`src/rtl/record_table_pkg.sv`:
```
// Shared types and constants for the record table.
package record_table_pkg;

   // Table controller states: filling defaults, or serving commands.
   typedef enum logic {
      INIT  = 1'b0,
      READY = 1'b1
   } state_e;

   // Bit positions within the write field mask.
   localparam int unsigned MASK_A = 0;
   localparam int unsigned MASK_B = 1;

endpackage : record_table_pkg

```
`src/rtl/record_table.sv`:
```
// Record table: DEPTH records {a, b, written} with a one-entry-per-cycle
// default fill, masked field writes and a registered read port.
module record_table
   import record_table_pkg::*;
#(
   parameter int unsigned DEPTH = 8,
   parameter int unsigned A_W   = 32,
   parameter int unsigned B_W   = 16,
   parameter int unsigned DEF_A = 10,
   parameter int unsigned DEF_B = 0,
   localparam int unsigned AW   = (DEPTH > 1) ? $clog2(DEPTH) : 1,
   localparam int unsigned CW   = $clog2(DEPTH + 1)
) (
   input  logic           clk,
   input  logic           rst,
   input  logic           clr,
   output logic           ready,
   input  logic           wr_en,
   input  logic [AW-1:0]  wr_addr,
   input  logic [1:0]     wr_mask,
   input  logic [A_W-1:0] wr_a,
   input  logic [B_W-1:0] wr_b,
   input  logic           rd_en,
   input  logic [AW-1:0]  rd_addr,
   output logic           rd_valid,
   output logic [A_W-1:0] rd_a,
   output logic [B_W-1:0] rd_b,
   output logic           rd_err,
   output logic [CW-1:0]  written_cnt
);

   // One extra address bit so range checks never compare against an
   // unrepresentable DEPTH.
   localparam int unsigned AX       = AW + 1;
   localparam logic [AX-1:0] DEPTH_X  = AX'(DEPTH);
   localparam logic [AW-1:0] LAST_IDX = AW'(DEPTH - 1);
   localparam logic [CW-1:0] CNT_MAX  = CW'(DEPTH);

   typedef struct packed {
      logic [A_W-1:0] a;
      logic [B_W-1:0] b;
      logic           written;
   } record_t;

   localparam record_t DEF_REC = '{a: A_W'(DEF_A), b: B_W'(DEF_B), written: 1'b0};

   state_e           r_state;
   state_e           w_state_nxt;
   logic [AW-1:0]    r_fill_idx;
   logic [AW-1:0]    w_fill_nxt;
   logic             w_fill_we;
   logic             r_ready;

   record_t          r_mem [DEPTH];

   logic             w_wr_hit;
   record_t          w_wr_cur;
   record_t          w_wr_rec;
   logic             w_cnt_inc;
   logic [CW-1:0]    r_written_cnt;

   logic             w_rd_hit;
   logic             w_rd_in_range;
   record_t          w_rd_rec;
   logic             r_rd_valid;
   logic [A_W-1:0]   r_rd_a;
   logic [B_W-1:0]   r_rd_b;
   logic             r_rd_err;

   // Next-state logic: clr always restarts the fill at entry 0.
   always_comb begin
      w_state_nxt = r_state;
      w_fill_nxt  = r_fill_idx;
      w_fill_we   = 1'b0;
      if (clr) begin
         w_state_nxt = INIT;
         w_fill_nxt  = '0;
      end else begin
         case (r_state)
            INIT: begin
               w_fill_we = 1'b1;
               if (r_fill_idx == LAST_IDX) begin
                  w_state_nxt = READY;
                  w_fill_nxt  = '0;
               end else begin
                  w_fill_nxt = r_fill_idx + AW'(1);
               end
            end
            READY: begin
               w_state_nxt = READY;
            end
            default: begin
               w_state_nxt = INIT;
               w_fill_nxt  = '0;
            end
         endcase
      end
   end

   // State register; ready tracks the state it is loaded alongside.
   always_ff @(posedge clk) begin
      if (rst) begin
         r_state    <= INIT;
         r_fill_idx <= '0;
         r_ready    <= 1'b0;
      end else begin
         r_state    <= w_state_nxt;
         r_fill_idx <= w_fill_nxt;
         r_ready    <= (w_state_nxt == READY);
      end
   end

   // Write qualification: in range, nonzero mask, not overridden by clr.
   assign w_wr_hit = (r_state == READY) && wr_en && !clr
                     && ({1'b0, wr_addr} < DEPTH_X) && (|wr_mask);
   assign w_wr_cur = r_mem[wr_addr];

   // Merge the selected fields into the current record.
   always_comb begin
      w_wr_rec = w_wr_cur;
      if (wr_mask[MASK_A]) w_wr_rec.a = wr_a;
      if (wr_mask[MASK_B]) w_wr_rec.b = wr_b;
      w_wr_rec.written = 1'b1;
   end

   // Storage: contents are defined only by the fill, never by reset.
   always_ff @(posedge clk) begin
      if (!rst) begin
         if (w_fill_we) begin
            r_mem[r_fill_idx] <= DEF_REC;
         end else if (w_wr_hit) begin
            r_mem[wr_addr] <= w_wr_rec;
         end
      end
   end

   // Count first writes to each entry since the last fill.
   assign w_cnt_inc = w_wr_hit && !w_wr_cur.written && (r_written_cnt != CNT_MAX);

   always_ff @(posedge clk) begin
      if (rst) begin
         r_written_cnt <= '0;
      end else if (clr || (r_state == INIT)) begin
         r_written_cnt <= '0;
      end else if (w_cnt_inc) begin
         r_written_cnt <= r_written_cnt + CW'(1);
      end
   end

   // Read port samples the array before this edge's write lands.
   assign w_rd_hit      = (r_state == READY) && rd_en;
   assign w_rd_in_range = ({1'b0, rd_addr} < DEPTH_X);
   assign w_rd_rec      = r_mem[rd_addr];

   // Registered read response; data holds between reads.
   always_ff @(posedge clk) begin
      if (rst) begin
         r_rd_valid <= 1'b0;
         r_rd_a     <= '0;
         r_rd_b     <= '0;
         r_rd_err   <= 1'b0;
      end else begin
         r_rd_valid <= w_rd_hit;
         if (w_rd_hit) begin
            if (w_rd_in_range) begin
               r_rd_a   <= w_rd_rec.a;
               r_rd_b   <= w_rd_rec.b;
               r_rd_err <= 1'b0;
            end else begin
               r_rd_a   <= A_W'(DEF_A);
               r_rd_b   <= B_W'(DEF_B);
               r_rd_err <= 1'b1;
            end
         end
      end
   end

   assign ready       = r_ready;
   assign rd_valid    = r_rd_valid;
   assign rd_a        = r_rd_a;
   assign rd_b        = r_rd_b;
   assign rd_err      = r_rd_err;
   assign written_cnt = r_written_cnt;

endmodule : record_table

```
`config.mk`:
```
export PLATFORM = sky130hd
export DESIGN_NAME = record_table
export DESIGN_NICKNAME = d
export VERILOG_FILES = /design/src/rtl/record_table_pkg.sv /design/src/rtl/record_table.sv
export SDC_FILE = /design/constraint.sdc
export NUM_CORES = 1
export LEC_CHECK = 0
export BUFFER_PORTS_ARGS = -buffer_cell sky130_fd_sc_hd__clkbuf_2
export CORE_ASPECT_RATIO = 0.8
export CORE_MARGIN = 1.5
export CORE_UTILIZATION = 50
export DETAILED_ROUTE_END_ITERATION = 10
export MAX_ROUTING_LAYER = met4
export PLACE_DENSITY = 0.67
export SLEW_MARGIN = 5
export SYNTH_ARGS = -nofsm -noshare
export SYNTH_HDL_FRONTEND = slang
export SYNTH_SLANG_ARGS = --single-unit
```
`constraint.sdc`:
```
create_clock -name clk -period 4.7 [get_ports clk]
set_clock_uncertainty 0.05 [all_clocks]
set_input_delay 0.47 -clock clk [delete_from_list [all_inputs] [get_ports clk]]
set_output_delay 0.47 -clock clk [all_outputs]
set_load 0.01 [all_outputs]
```
==> impl.org <==
** Status
- The run finished with clean final reports.

** Critical path
- The largest single stage delay on the critical path is roughly 0.75 ns.
- The critical path crosses 5 cells after its start point.
- Kind of end point of the critical path :: register
- Worst Path Max Fanout :: 54
- Crit path max-delay cell type :: sky130_fd_sc_hd__clkinv_2
- Critical Path Source Type :: register
- The cell family contributing the most delay on the critical path is simple AND/OR/NAND/NOR gates.
- Together, buffers and inverters on the worst path number 1.
- For the worst flop-to-flop path, the logic depth is 5.
- Worst path cell trace :: or3b_4 > or2_1 > clkinv_2 > o21ai_0 > a21oi_1
- Worst Path Arrival :: ~3.6 ns
- The worst setup path is of the reg -> reg kind.
- For the worst setup path, the data required time is just under 5 ns.

** Yosys
- Post-synthesis sequential area ratio :: 0.638
- Syn_nets :: 1,168
- Synth Area per Inst :: 18.4 um^2
- Yosys warning total :: 0
- Summing every instance area after synthesis gives between 0.02 and 0.025 mm^2.
- Async set-reset flop share out of synthesis :: 0
- Post-synth EDFFs :: just under 400
- Predominant post-synthesis flop cell :: sky130_fd_sc_hd__edfxtp_1
- Flop and latch count out of synthesis :: ~450
- Synthesis handed over a netlist of ~1,100 instances.
- Distinct cell type count after synthesis :: 37

** Timing
- The number of max-slew violations in the final report was 0.
- Setup violations remaining at the end of the flow were counted as 0.
- Share of the clock period used by the worst path :: 0.714
- Setup repair after global routing left no endpoint under its margin.
- The number of hold violations in the final report is 0.
- Fin worst setup slack :: ~1.3 ns
- Headroom to the max-slew limit came out at 0.220.
- Counting I/O delays and the setup requirement, the final critical path takes between 3 and 4 ns.
- In the final timing run, aggregate negative setup slack is 0 ns.
- At the pin with the least slew margin, the transition time is about 1.2 ns.
- For this run, the top clock speed supported by timing is around 300 MHz.
- Hold slack :: approximately 0.18 ns

** Drt
- 1st-iter DRT viols :: between 1,000 and 1,500
- In this run the remaining antenna-violating nets after routing total 0.
- The first TritonRoute pass finished after 4 iterations.
- Dividing the detail-routed via count by the number of cells gives 6.15.
- Wire length after detailed routing :: between 40,000 and 50,000 um
- WL/cell :: between 20 and 30 um
- In the detailed route, the total length drawn on met2 is 23,400 um.
- In the final routing, the length of wire on met1 measures around 19,000 um.
- Detailed routing placed a total of between 2000 and 2500 um of wire on met3.
- Highest metal layer with signal wires :: met4
- Detailed-route DRC error count :: 0
- Count of vias placed by the detailed router :: about 11,000

** Power
- VDD sags by at most roughly 0.25 mV.
- The analysis attributes to net switching a power of 1.71 mW.
- Clk pwr share :: 0.423
- Static power due to leakage :: roughly 8 nW
- Sequential power share :: 0.524
- Sum of internal, switching and leakage power :: a little over 8 mW
- Internal power :: ~6.5 mW
- Power spread over the standard cell area amounts to around 360 mW/mm^2.
- The share of total power dissipated in combinational logic is 0.053.
- Proportion of total power due to net switching :: 0.208

** Cells and area
- The multi-input combinational cells in the finished layout cover a total of approximately 0.0069 mm^2.
- In the final layout, the share of cells above drive strength 1 is 0.337.
- Once layout is done, the placed cells without fillers occupy between 0.02 and 0.025 mm^2.
- Area added between synthesis and finish :: 12.6%
- In the final layout, flip-flops and latches occupy 0.0129 mm^2.
- Final-layout fill cell count :: approximately 3,000
- The count of cells in the finished layout, fillers not included, comes to 1,772.
- Utilization after layout :: 0.575
- Leaving out fill and tap cells, the most frequent cell in the layout is sky130_fd_sc_hd__edfxtp_1.
- After the last flow step, the layout net total stands at 1,263.
- In the layout the commonest cells are sky130_fd_sc_hd__edfxtp_1, sky130_fd_sc_hd__mux4_2, sky130_fd_sc_hd__clkbuf_2.

** Placed design
- Routability-driven placement finished with a final weighted congestion of roughly 0.77.
- Counting tap cells, the placed design contains a total of between 1,500 and 2,000 instances.
- In this run the cell area measured after placement is 0.0214 mm^2.
- The wire-length estimate of the detail-placed layout is 25,600 um.
- DP Worst Slack :: around 1.3 ns
- Input and output buffers added on the ports amount to ~110.

** Floorplan
- Placeable core area :: roughly 0.04 mm^2
- From left edge to right edge, the die measures around 230 um.
- Die Area :: between 0.04 and 0.05 mm^2
- Initial cell density of the core :: 0.510
- The floorplan has between 60 and 70 rows.
- For this design the top-level I/O count stands at between 100 and 150.
- The floorplan step set the die height to about 180 um.

** Clock network
- For this design, the sink count on the clock tree is between 400 and 500.
- Hold-fix buffers at CTS :: 0
- Root buffer cell :: sky130_fd_sc_hd__clkbuf_16
- TritonCTS buffer count :: 45
- Clock-pin slew was measured on the worst setup and hold paths at ~0.060 ns.
- The clock reaches the later pin of the worst-skew pair after between 0.5 and 0.6 ns.
- TritonCTS clock tree :: built
- H-tree levels :: 2
- Post-cts resize count :: 0
- Setup bufs post-CTS :: 0
- Number of buffers between clock root and the deepest sink :: 3

** Min path
- The path class of the tightest hold or removal check is in -> reg.
- Along the worst hold path, the cell count comes to 2.

** GRT
- Entering global routing, the biggest net connects approximately 100 pins.
- GRT Total Usage :: 0.231
- Wire length of the first global-routing pass :: 69,800 um
- After global routing the overflow that remains totals 0.
- The initial antenna violation count was 1.
- The number of global-route vias before repair was 11,400.

** Run
- Across the run, the number of max-cap violations was 0.
## final timing paths
path	slack (ns)	end	from
worst max-delay path	1.34	r_mem[2][48]$_DFFE_PP_	ready$_SDFF_PP0_
worst max register to register	1.34	r_mem[2][48]$_DFFE_PP_	ready$_SDFF_PP0_
worst min-delay path	0.18	r_fill_idx[0]$_SDFFE_PP0N_	clr
worst min register to register	0.45	rd_b[13]$_SDFFE_PP0P_	rd_b[13]$_SDFFE_PP0P_
## state kept, by name (all words and copies together) (netlist names)
name,cells
r_mem,392
rd_a,32
rd_b,16
written_cnt,4
r_fill_idx,3
rd_valid,1
ready,1
## worst register-to-register path, delay by kind of cell (launching register included)
family | cells | cell delay, ns
simple gates | 2 | 0.84
buf+inv | 1 | 0.75
flops | 1 | 0.58
compound gates | 2 | 0.84
## layout make-up
cell class	count	area share
Clock buffer	64	0.0566
Clock inverter	20	0.00631
Sequential cell	449	0.566
Inverter	8	0.00137
Timing Repair Buffer	140	0.0373
Tap cell	536	0.0294
Antenna cell	1	0.000110
Multi-Input combinational cell	554	0.303
## power groups by stage
| stage | combinational [mW] | sequential, mW | clock [mW] |
|---|---|---|---|
| 2_1_floorplan | 0.317 | 4.40 | 0 |
| 3_3_place_gp | 0.438 | 4.40 | 0 |
| 3_5_place_dp | 0.442 | 4.40 | 0 |
| 4_1_cts | 0.442 | 4.31 | 3.54 |
| 5_1_grt | 0.464 | 4.31 | 3.70 |
| 6_report | 0.436 | 4.31 | 3.48 |
## cells in the mapped netlist, types with 2 or more instances
| library cell | n | share of area |
|---|---|---|
| sky130_fd_sc_hd__edfxtp_1 | 392 | 0.58 |
| sky130_fd_sc_hd__mux4_2 | 194 | 0.22 |
| sky130_fd_sc_hd__mux2i_1 | 106 | 0.052 |
| sky130_fd_sc_hd__nor2_1 | 61 | 0.011 |
| sky130_fd_sc_hd__dfxtp_1 | 57 | 0.056 |
| sky130_fd_sc_hd__a21oi_1 | 53 | 0.013 |
| sky130_fd_sc_hd__a211oi_1 | 48 | 0.018 |
| sky130_fd_sc_hd__clkbuf_1 | 43 | 0.0080 |
| sky130_fd_sc_hd__buf_2 | 29 | 0.0072 |
| sky130_fd_sc_hd__o21ai_1 | 29 | 0.0072 |
| sky130_fd_sc_hd__o21ai_0 | 20 | 0.0049 |
| sky130_fd_sc_hd__buf_4 | 7 | 0.0026 |
| sky130_fd_sc_hd__nor3_1 | 7 | 0.0017 |
| sky130_fd_sc_hd__buf_1 | 6 | 0.0011 |
| sky130_fd_sc_hd__inv_1 | 6 | 0.0011 |
| sky130_fd_sc_hd__buf_6 | 5 | 0.0028 |
| sky130_fd_sc_hd__mux2_2 | 5 | 0.0028 |
| sky130_fd_sc_hd__nor2b_1 | 5 | 0.0015 |
| sky130_fd_sc_hd__ha_1 | 4 | 0.0025 |
| sky130_fd_sc_hd__nand2_1 | 4 | 0.00074 |
| sky130_fd_sc_hd__nand3_1 | 4 | 0.00099 |
| sky130_fd_sc_hd__buf_8 | 2 | 0.0015 |
| sky130_fd_sc_hd__o22ai_1 | 2 | 0.00062 |
## kinds of logic after synthesis
| family | share of synthesized area |
|---|---|
| buf+inv | 0.0246 |
| compound gates | 0.0448 |
| fa+ha+maj | 0.00247 |
| simple gates | 0.0195 |
| other cells | 0.000185 |
| flops | 0.638 |
| mux | 0.271 |
## routing by layer
layer,vias to the layer above,global-route usage
li1,4801,-
met1,5701,0.299
met2,332,0.387
met3,64,0.0309
met4,0,0.0660
met5,-,-
Power figures use the tool's default switching activity.
